--- src/rtl/eer_pkt_pkg.sv ---
// Shared packet definitions for the EER-RL node: packet type codes,
// per-type lengths, header field positions and the transmit FSM states.
package eer_pkt_pkg;

   localparam logic [2:0] PKT_HB    = 3'b000;
   localparam logic [2:0] PKT_CHE   = 3'b001;
   localparam logic [2:0] PKT_CH_TS = 3'b100;
   localparam logic [2:0] PKT_DATA  = 3'b101;
   localparam logic [2:0] PKT_SOS   = 3'b110;

   localparam logic [7:0] LEN_HB    = 8'd4;
   localparam logic [7:0] LEN_CHE   = 8'd5;
   localparam logic [7:0] LEN_CH_TS = 8'd4;
   localparam logic [7:0] LEN_DATA  = 8'd5;
   localparam logic [7:0] LEN_SOS   = 8'd4;

   // Header word layout: {type[2:0], 5'b0, len[7:0]}
   localparam int HDR_TYPE_MSB = 15;
   localparam int HDR_TYPE_LSB = 13;
   localparam int HDR_LEN_MSB  = 7;
   localparam int HDR_LEN_LSB  = 0;

   typedef enum logic [1:0] {
      ST_IDLE      = 2'd0,
      ST_WAIT_SLOT = 2'd1,
      ST_SEND      = 2'd2
   } tx_state_t;

   function automatic logic type_supported(input logic [2:0] t);
      case (t)
         PKT_HB, PKT_CHE, PKT_CH_TS, PKT_DATA, PKT_SOS: return 1'b1;
         default:                                        return 1'b0;
      endcase
   endfunction

   // Total packet length in words, 0 for unsupported types
   function automatic logic [7:0] pkt_len(input logic [2:0] t);
      case (t)
         PKT_HB:    return LEN_HB;
         PKT_CHE:   return LEN_CHE;
         PKT_CH_TS: return LEN_CH_TS;
         PKT_DATA:  return LEN_DATA;
         PKT_SOS:   return LEN_SOS;
         default:   return 8'd0;
      endcase
   endfunction

   function automatic logic [15:0] build_header(input logic [2:0] t, input logic [7:0] len);
      logic [15:0] h;
      h = '0;
      h[HDR_TYPE_MSB:HDR_TYPE_LSB] = t;
      h[HDR_LEN_MSB:HDR_LEN_LSB]   = len;
      return h;
   endfunction

   // Hop count advertised to neighbours; the unreachable marker FFFF stays put
   function automatic logic [15:0] sat_inc(input logic [15:0] v);
      return (v == 16'hFFFF) ? v : v + 16'd1;
   endfunction

endpackage

--- src/rtl/pkt_tx_builder_if.sv ---
// Transmit request channel plus outgoing word stream.
// Stream handshake: a word transfers on a clock edge where tx_valid and
// tx_ready are both high; once tx_valid rises, it and tx_word/tx_last hold
// steady until that transfer happens. tx_ready may change freely.
interface pkt_tx_builder_if;

   logic        tx_req;
   logic [2:0]  tx_pkt_type;
   logic [15:0] tx_dest_id;
   logic [15:0] tx_payload;
   logic        tx_ack;
   logic        tx_err;
   logic        tx_busy;
   logic        tx_done;
   logic [15:0] tx_word;
   logic        tx_valid;
   logic        tx_ready;
   logic        tx_last;

   // Packet builder side: takes requests, drives the word stream
   modport master (
      input  tx_req, tx_pkt_type, tx_dest_id, tx_payload, tx_ready,
      output tx_ack, tx_err, tx_busy, tx_done, tx_word, tx_valid, tx_last
   );

   // Requester / stream consumer side
   modport slave (
      output tx_req, tx_pkt_type, tx_dest_id, tx_payload, tx_ready,
      input  tx_ack, tx_err, tx_busy, tx_done, tx_word, tx_valid, tx_last
   );

endinterface

--- src/rtl/slot_timer.sv ---
// TDMA slot timer: cyc_cnt runs 0..SLOT_CYCLES-1, slot_cnt counts wraps.
// frame_start restarts the round and wins over the increment.
module slot_timer #(
   parameter int SLOT_CYCLES = 64
) (
   input  logic        clk,
   input  logic        nrst,
   input  logic        frame_start,
   output logic [15:0] slot_cnt
);

   localparam int            CW       = (SLOT_CYCLES > 1) ? $clog2(SLOT_CYCLES) : 1;
   localparam logic [CW-1:0] CYC_LAST = CW'(SLOT_CYCLES - 1);

   logic [CW-1:0] cyc_cnt;

   // Cycle and slot counters, cleared at the start of every round
   always_ff @(posedge clk or negedge nrst) begin
      if (!nrst) begin
         cyc_cnt  <= '0;
         slot_cnt <= '0;
      end else if (frame_start) begin
         cyc_cnt  <= '0;
         slot_cnt <= '0;
      end else if (cyc_cnt == CYC_LAST) begin
         cyc_cnt  <= '0;
         slot_cnt <= slot_cnt + 16'd1;
      end else begin
         cyc_cnt  <= cyc_cnt + CW'(1);
      end
   end

endmodule

--- src/rtl/pkt_tx_builder.sv ---
// Transmit-side packet assembler: snapshots a request into a word buffer,
// optionally holds member DATA packets until the node's TDMA slot, then
// streams the packet one word per accepted handshake.
module pkt_tx_builder
   import eer_pkt_pkg::*;
#(
   parameter int SLOT_CYCLES = 64,
   parameter int WORD_WIDTH  = 16
) (
   input  logic                  clk,
   input  logic                  nrst,
   pkt_tx_builder_if.master      bus,
   input  logic [15:0]           myNodeID,
   input  logic [15:0]           hopsFromSink,
   input  logic [15:0]           myQValue,
   input  logic [15:0]           energy,
   input  logic [15:0]           timeslot,
   input  logic                  role,
   input  logic                  frame_start,
   output tx_state_t             dbg_state
);

   tx_state_t             state_q, state_d;
   logic [15:0]           slot_cnt;
   logic [WORD_WIDTH-1:0] w0_q, w1_q, w2_q, w3_q, w4_q;
   logic [WORD_WIDTH-1:0] w3_d, w4_d, word_d;
   logic [7:0]            len_q;
   logic [2:0]            idx_q;
   logic [15:0]           ts_q;
   logic                  ack_q, err_q, done_q;
   logic                  req_ok, req_bad, gate, valid, hs, is_last;

   slot_timer #(.SLOT_CYCLES(SLOT_CYCLES)) u_slot_timer (
      .clk         (clk),
      .nrst        (nrst),
      .frame_start (frame_start),
      .slot_cnt    (slot_cnt)
   );

   assign req_ok  = (state_q == ST_IDLE) && bus.tx_req &&  type_supported(bus.tx_pkt_type);
   assign req_bad = (state_q == ST_IDLE) && bus.tx_req && !type_supported(bus.tx_pkt_type);
   // Only member DATA packets outside their own slot have to wait
   assign gate    = (bus.tx_pkt_type == PKT_DATA) && !role && (slot_cnt != timeslot);
   assign valid   = (state_q == ST_SEND);
   assign hs      = valid && bus.tx_ready;
   assign is_last = (({5'b0, idx_q} + 8'd1) == len_q);

   // Type-specific trailing fields, captured at acceptance
   always_comb begin
      w3_d = '0;
      w4_d = '0;
      case (bus.tx_pkt_type)
         PKT_HB:    w3_d = sat_inc(hopsFromSink);
         PKT_CHE:   begin w3_d = myQValue; w4_d = energy; end
         PKT_CH_TS: w3_d = bus.tx_payload;
         PKT_DATA:  begin w3_d = hopsFromSink; w4_d = bus.tx_payload; end
         PKT_SOS:   w3_d = energy;
         default:   ;
      endcase
   end

   // FSM state register
   always_ff @(posedge clk or negedge nrst) begin
      if (!nrst) state_q <= ST_IDLE;
      else       state_q <= state_d;
   end

   // FSM next state
   always_comb begin
      state_d = state_q;
      case (state_q)
         ST_IDLE:      if (req_ok) state_d = gate ? ST_WAIT_SLOT : ST_SEND;
         ST_WAIT_SLOT: if (slot_cnt == ts_q) state_d = ST_SEND;
         ST_SEND:      if (hs && is_last) state_d = ST_IDLE;
         default:      state_d = ST_IDLE;
      endcase
   end

   // Snapshot buffer, word index and one-cycle status pulses
   always_ff @(posedge clk or negedge nrst) begin
      if (!nrst) begin
         w0_q   <= '0;
         w1_q   <= '0;
         w2_q   <= '0;
         w3_q   <= '0;
         w4_q   <= '0;
         len_q  <= '0;
         idx_q  <= '0;
         ts_q   <= '0;
         ack_q  <= 1'b0;
         err_q  <= 1'b0;
         done_q <= 1'b0;
      end else begin
         ack_q  <= req_ok;
         err_q  <= req_bad;
         done_q <= hs && is_last;
         if (req_ok) begin
            w0_q  <= build_header(bus.tx_pkt_type, pkt_len(bus.tx_pkt_type));
            w1_q  <= myNodeID;
            w2_q  <= bus.tx_dest_id;
            w3_q  <= w3_d;
            w4_q  <= w4_d;
            len_q <= pkt_len(bus.tx_pkt_type);
            ts_q  <= timeslot;
            idx_q <= '0;
         end else if (hs) begin
            idx_q <= is_last ? 3'd0 : idx_q + 3'd1;
         end
      end
   end

   // Word select for the current index
   always_comb begin
      word_d = '0;
      case (idx_q)
         3'd0:    word_d = w0_q;
         3'd1:    word_d = w1_q;
         3'd2:    word_d = w2_q;
         3'd3:    word_d = w3_q;
         3'd4:    word_d = w4_q;
         default: word_d = '0;
      endcase
   end

   assign bus.tx_valid = valid;
   assign bus.tx_word  = word_d;
   assign bus.tx_last  = valid && is_last;
   assign bus.tx_busy  = (state_q != ST_IDLE);
   assign bus.tx_ack   = ack_q;
   assign bus.tx_err   = err_q;
   assign bus.tx_done  = done_q;
   assign dbg_state    = state_q;

endmodule

--- src/flat_wrapper.sv ---
// flat-port wrapper written by rule: the top's interface ports become plain ports
module pkt_tx_builder_flat import eer_pkt_pkg::*;
#(
   parameter int SLOT_CYCLES = 64,
   parameter int WORD_WIDTH  = 16
)
  (clk, nrst, myNodeID, hopsFromSink, myQValue, energy, timeslot, role, frame_start, dbg_state, bus_tx_req, bus_tx_pkt_type, bus_tx_dest_id, bus_tx_payload, bus_tx_ready, bus_tx_ack, bus_tx_err, bus_tx_busy, bus_tx_done, bus_tx_word, bus_tx_valid, bus_tx_last);
  pkt_tx_builder_if bus_i ();
  input  logic clk;
  input  logic nrst;
  input  logic [15:0] myNodeID;
  input  logic [15:0] hopsFromSink;
  input  logic [15:0] myQValue;
  input  logic [15:0] energy;
  input  logic [15:0] timeslot;
  input  logic role;
  input  logic frame_start;
  output tx_state_t dbg_state;
  input wire logic [$bits(bus_i.tx_req)-1:0] bus_tx_req;
  input wire logic [$bits(bus_i.tx_pkt_type)-1:0] bus_tx_pkt_type;
  input wire logic [$bits(bus_i.tx_dest_id)-1:0] bus_tx_dest_id;
  input wire logic [$bits(bus_i.tx_payload)-1:0] bus_tx_payload;
  input wire logic [$bits(bus_i.tx_ready)-1:0] bus_tx_ready;
  output wire logic [$bits(bus_i.tx_ack)-1:0] bus_tx_ack;
  output wire logic [$bits(bus_i.tx_err)-1:0] bus_tx_err;
  output wire logic [$bits(bus_i.tx_busy)-1:0] bus_tx_busy;
  output wire logic [$bits(bus_i.tx_done)-1:0] bus_tx_done;
  output wire logic [$bits(bus_i.tx_word)-1:0] bus_tx_word;
  output wire logic [$bits(bus_i.tx_valid)-1:0] bus_tx_valid;
  output wire logic [$bits(bus_i.tx_last)-1:0] bus_tx_last;
  assign bus_i.tx_req = bus_tx_req;
  assign bus_i.tx_pkt_type = bus_tx_pkt_type;
  assign bus_i.tx_dest_id = bus_tx_dest_id;
  assign bus_i.tx_payload = bus_tx_payload;
  assign bus_i.tx_ready = bus_tx_ready;
  assign bus_tx_ack = bus_i.tx_ack;
  assign bus_tx_err = bus_i.tx_err;
  assign bus_tx_busy = bus_i.tx_busy;
  assign bus_tx_done = bus_i.tx_done;
  assign bus_tx_word = bus_i.tx_word;
  assign bus_tx_valid = bus_i.tx_valid;
  assign bus_tx_last = bus_i.tx_last;
  pkt_tx_builder #(.SLOT_CYCLES(SLOT_CYCLES), .WORD_WIDTH(WORD_WIDTH)) u_core (.clk(clk), .nrst(nrst), .bus(bus_i), .myNodeID(myNodeID), .hopsFromSink(hopsFromSink), .myQValue(myQValue), .energy(energy), .timeslot(timeslot), .role(role), .frame_start(frame_start), .dbg_state(dbg_state));
endmodule
--- config.mk ---
export PLATFORM = sky130hd
export DESIGN_NAME = pkt_tx_builder_flat
export DESIGN_NICKNAME = d
export VERILOG_FILES = /design/src/rtl/eer_pkt_pkg.sv /design/src/rtl/pkt_tx_builder_if.sv /design/src/rtl/slot_timer.sv /design/src/rtl/pkt_tx_builder.sv /design/src/flat_wrapper.sv
export SDC_FILE = /design/constraint.sdc
export NUM_CORES = 1
export LEC_CHECK = 0
export ABC_CLOCK_PERIOD_IN_PS = 3700
export BUFFER_PORTS_ARGS = -buffer_cell sky130_fd_sc_hd__buf_2
export CELL_PAD_IN_SITES_DETAIL_PLACEMENT = 1
export CELL_PAD_IN_SITES_GLOBAL_PLACEMENT = 2
export CORE_ASPECT_RATIO = 0.75
export CORE_MARGIN = 10
export CORE_UTILIZATION = 34
export DETAILED_ROUTE_END_ITERATION = 6
export GPL_ROUTABILITY_DRIVEN = 0
export GPL_TIMING_DRIVEN = 0
export PLACE_DENSITY_LB_ADDON = 0.1
export SYNTH_ARGS = -nofsm -noshare
export SYNTH_HDL_FRONTEND = slang
export SYNTH_SLANG_ARGS = --single-unit
--- constraint.sdc ---
create_clock -name clk -period 3.7 [get_ports clk]
set_input_delay 0.37 -clock clk [delete_from_list [all_inputs] [get_ports clk]]
set_output_delay 0.37 -clock clk [all_outputs]
set_load 0.005 [all_outputs]
==> run metrics <==
io pins=145; layout cells sized above 1=0.211; largest net degree at the start of global routing=87; via count=6354; Num Clock Sinks=115; CP max FO=10; VDD IR max=0.268 mV; skew final=between 0.007 and 0.008 ns; worst r2r src=u_core.dbg_state[1]; # port buffers=142; Routed WL=25200 um; Post-Layout Cell Count=~1200; RSZ-0062 raised after global routing=false; Seq/Total Area, Yosys=0.448; Period minus WS final=2.97 ns; row cnt=43; H-Tree Depth=4; ant diodes=0; worst path required time=3.33 ns; via count of the first global-routing pass=between 6000 and 7000; CTS Buf Count=17; reg-to-reg slack, setup=1.17 ns; most frequent cells in the layout=nand2_1 (189), buf_2 (154), dfrtp_1 (115); Final ANT Viol Nets=0; top-area cell type share of the netlist area=0.448; final core utilization=0.438; post-synth top area cell=dfrtp_1; Area growth syn-to-layout=26.1%; Top FF cell, synth=dfrtp_1; Core Box Area=18500 um2; GRT Total Usage=0.203; worst stage delay on the critical path=about 0.51 ns; CTS tree=yes; Starting DRT DRC Count=between 500 and 600; initial antenna violation count=0; post-cts sizing count=0; cells along the critical path=inv_1 -> ha_1 -> nor2b_1 -> clkbuf_1 -> clkbuf_1 -> a22oi_1 -> nand2_1 -> buf_2; CP most frequent cell=clkbuf_1; Hold Path Class=input pin to register; Starting Density=0.347; #FFs+latches synth=115; outcome=complete, no violations; worst hold endpoint=u_core.w1_q[9]; most common cell after layout, fill and taps aside=nand2_1; die height=139 um; total gr overflow=0; Cell Count Post-Placement=1146; Syn Area/Cell=8.50 um2; type of the worst setup path=register to output port; DRC errors left=0; Die Wd=179 um; maxcap violations=0; WHS Path Cells=3; CTS root buf=clkbuf_16; global-route wire length before repair=about 39000 um; critical path capture point type=output port; Startpoint Class=register; Yosys warnings=0; Post-Syn Nets=885; worst skew pair latency=about 0.42 ns; Leak=3.73 nW; final non-filler cell area=8110 um2; number of flops mapped to enable cells by yosys=0; die footprint=24900 um2; CTS clk-pin slew, worst paths=0.06 ns; worst reg-to-reg path cell count=7; Final nets=about 1000; Slew @ Worst Pin=1.13 ns; final hold viol count=0; synth unique cells=55; fillers=2237; via/cell ratio=~5.4; reg2reg end=u_core.w4_q[6]; family with the most delay on the worst path=buffers and inverters; fin crit share=0.802; Slew Viols, Final=0; Setup-failing EPs final=0; Setup TNS=0 ns; asr flop ratio synth=1.00; Longest Clk Path Bufs=2; drt pass-1 iters=5; mapped cell area=6430 um2; Max Fclk=337 MHz; crit path DAT=2.60 ns; relative slew slack=0.239; wire length per cell=21.4 um; CP max-delay cell=clkbuf_1; Pwr Density=between 600 and 700 nW/um2; Post-Syn Instances=756; post-DP HPWL=19700 um; Buffers & Inverters on Critical Path=4; placed cell areas=~7500 um2; synth top area cells=dfrtp_1 (45%), nand2_1 (11%), xnor2_1 (6.1%); hold_sp=myNodeID[9]
==> power by group <==
part           switching, mW  internal, mW
Sequential             0.385          1.73
Clock                  0.639          1.09
Combinational           1.00         0.688
Total                   2.03          3.51
==> sequential cells by signal, summed over array words and instances (netlist names) <==
name and count:
u_core.bus.tx_ack 1, u_core.bus.tx_done 1, u_core.bus.tx_err 1, u_core.dbg_state 2, u_core.idx_q 3, u_core.ts_q 16, u_core.u_slot_timer.cyc_cnt 6, u_core.u_slot_timer.slot_cnt 16
u_core.w0_q 5, u_core.w1_q 16, u_core.w2_q 16, u_core.w3_q 16, u_core.w4_q 16
==> worst reg2reg max path: stages, from the launching register on <==
cell,delay (ns)
dfrtp_1,0.44
or3b_1,0.42
clkbuf_1,0.24
a21o_1,0.21
buf_2,0.20
clkbuf_1,0.29
a221oi_1,0.52
nor2_1,0.08
==> cell usage after synthesis (2+ instances only) <==
master / instances
mux2i_1: 14
xor2_1: 11
and3_1: 2
o2111ai_1: 2
nor3_1: 15
or3_1: 6
clkbuf_1: 36
dfrtp_1: 115
o21ai_0: 29
inv_1: 10
buf_2: 13
nor4_1: 10
xnor2_1: 45
and4_1: 2
o21ai_1: 2
nand2_1: 189
o211ai_1: 2
o22ai_1: 6
a22oi_1: 32
buf_1: 2
a22o_1: 3
and2_1: 4
nor2_1: 76
a221oi_1: 27
nand3_1: 20
a31oi_1: 5
nand2b_1: 3
nor2b_1: 7
a21oi_1: 17
o2bb2ai_1: 3
ha_1: 8
nand4_1: 15
a21o_1: 3
==> through the flow <==
stage	setup WS (ns)	hold slack (ns)	power (mW)
after global routing	0.562	0.138	5.90
after floorplan	1.77	0.0744	3.00
after CTS	0.738	0.129	5.57
after detailed placement	0.975	0.269	3.82
final	0.734	0.144	5.54
after global placement	0.731	0.455	3.74
==> per-layer routing <==
metal  track usage  routed length (um)
met5             0                   0
met4        0.0395                 214
met3        0.0528                1940
met2         0.278               10300
met1         0.309               12700
==> cell families after synthesis <==
kind of cell	synth area share
compound gates	0.153
xor+xnor	0.0763
fa+ha+maj	0.0156
buf+inv	0.0424
flops	0.448
mux	0.0236
simple gates	0.242
==> area by class of cell <==
type | instances | area (um2) | share of cell area
tap | 247 | 309 | 0.0381
buffer | 54 | 231 | 0.0286
timing repair buffer | 144 | 754 | 0.0931
sequential | 115 | 2880 | 0.355
multi-input combinational | 576 | 3280 | 0.404
inverter | 11 | 41.3 | 0.00509
clock inverter | 14 | 175 | 0.0216
clock buffer | 18 | 439 | 0.0542
==> worst max-delay path by stage <==
stage / slack (ns) / to / depth (start not counted) / from
floorplan: 1.77 / bus_tx_last / 6 / u_core.idx_q[0]
global placement: 0.73 / u_core.w3_q[8] / 1 / nrst
detailed placement: 0.97 / u_core.w3_q[14] / 6 / bus_tx_pkt_type[2]
CTS: 0.74 / bus_tx_word[6] / 8 / u_core.idx_q[0]
global route: 0.56 / bus_tx_word[1] / 8 / u_core.idx_q[0]
finish: 0.73 / bus_tx_word[6] / 8 / u_core.idx_q[0]
==> timing repair <==
item / in CTS / in global routing
hold buffers: 1 / 0
setup buffers: 0 / 0
endpoints found under the hold margin: 29 / 0
endpoints found under the setup margin: 0 / 0
No activity file was read; power rests on OpenSTA's default activity.
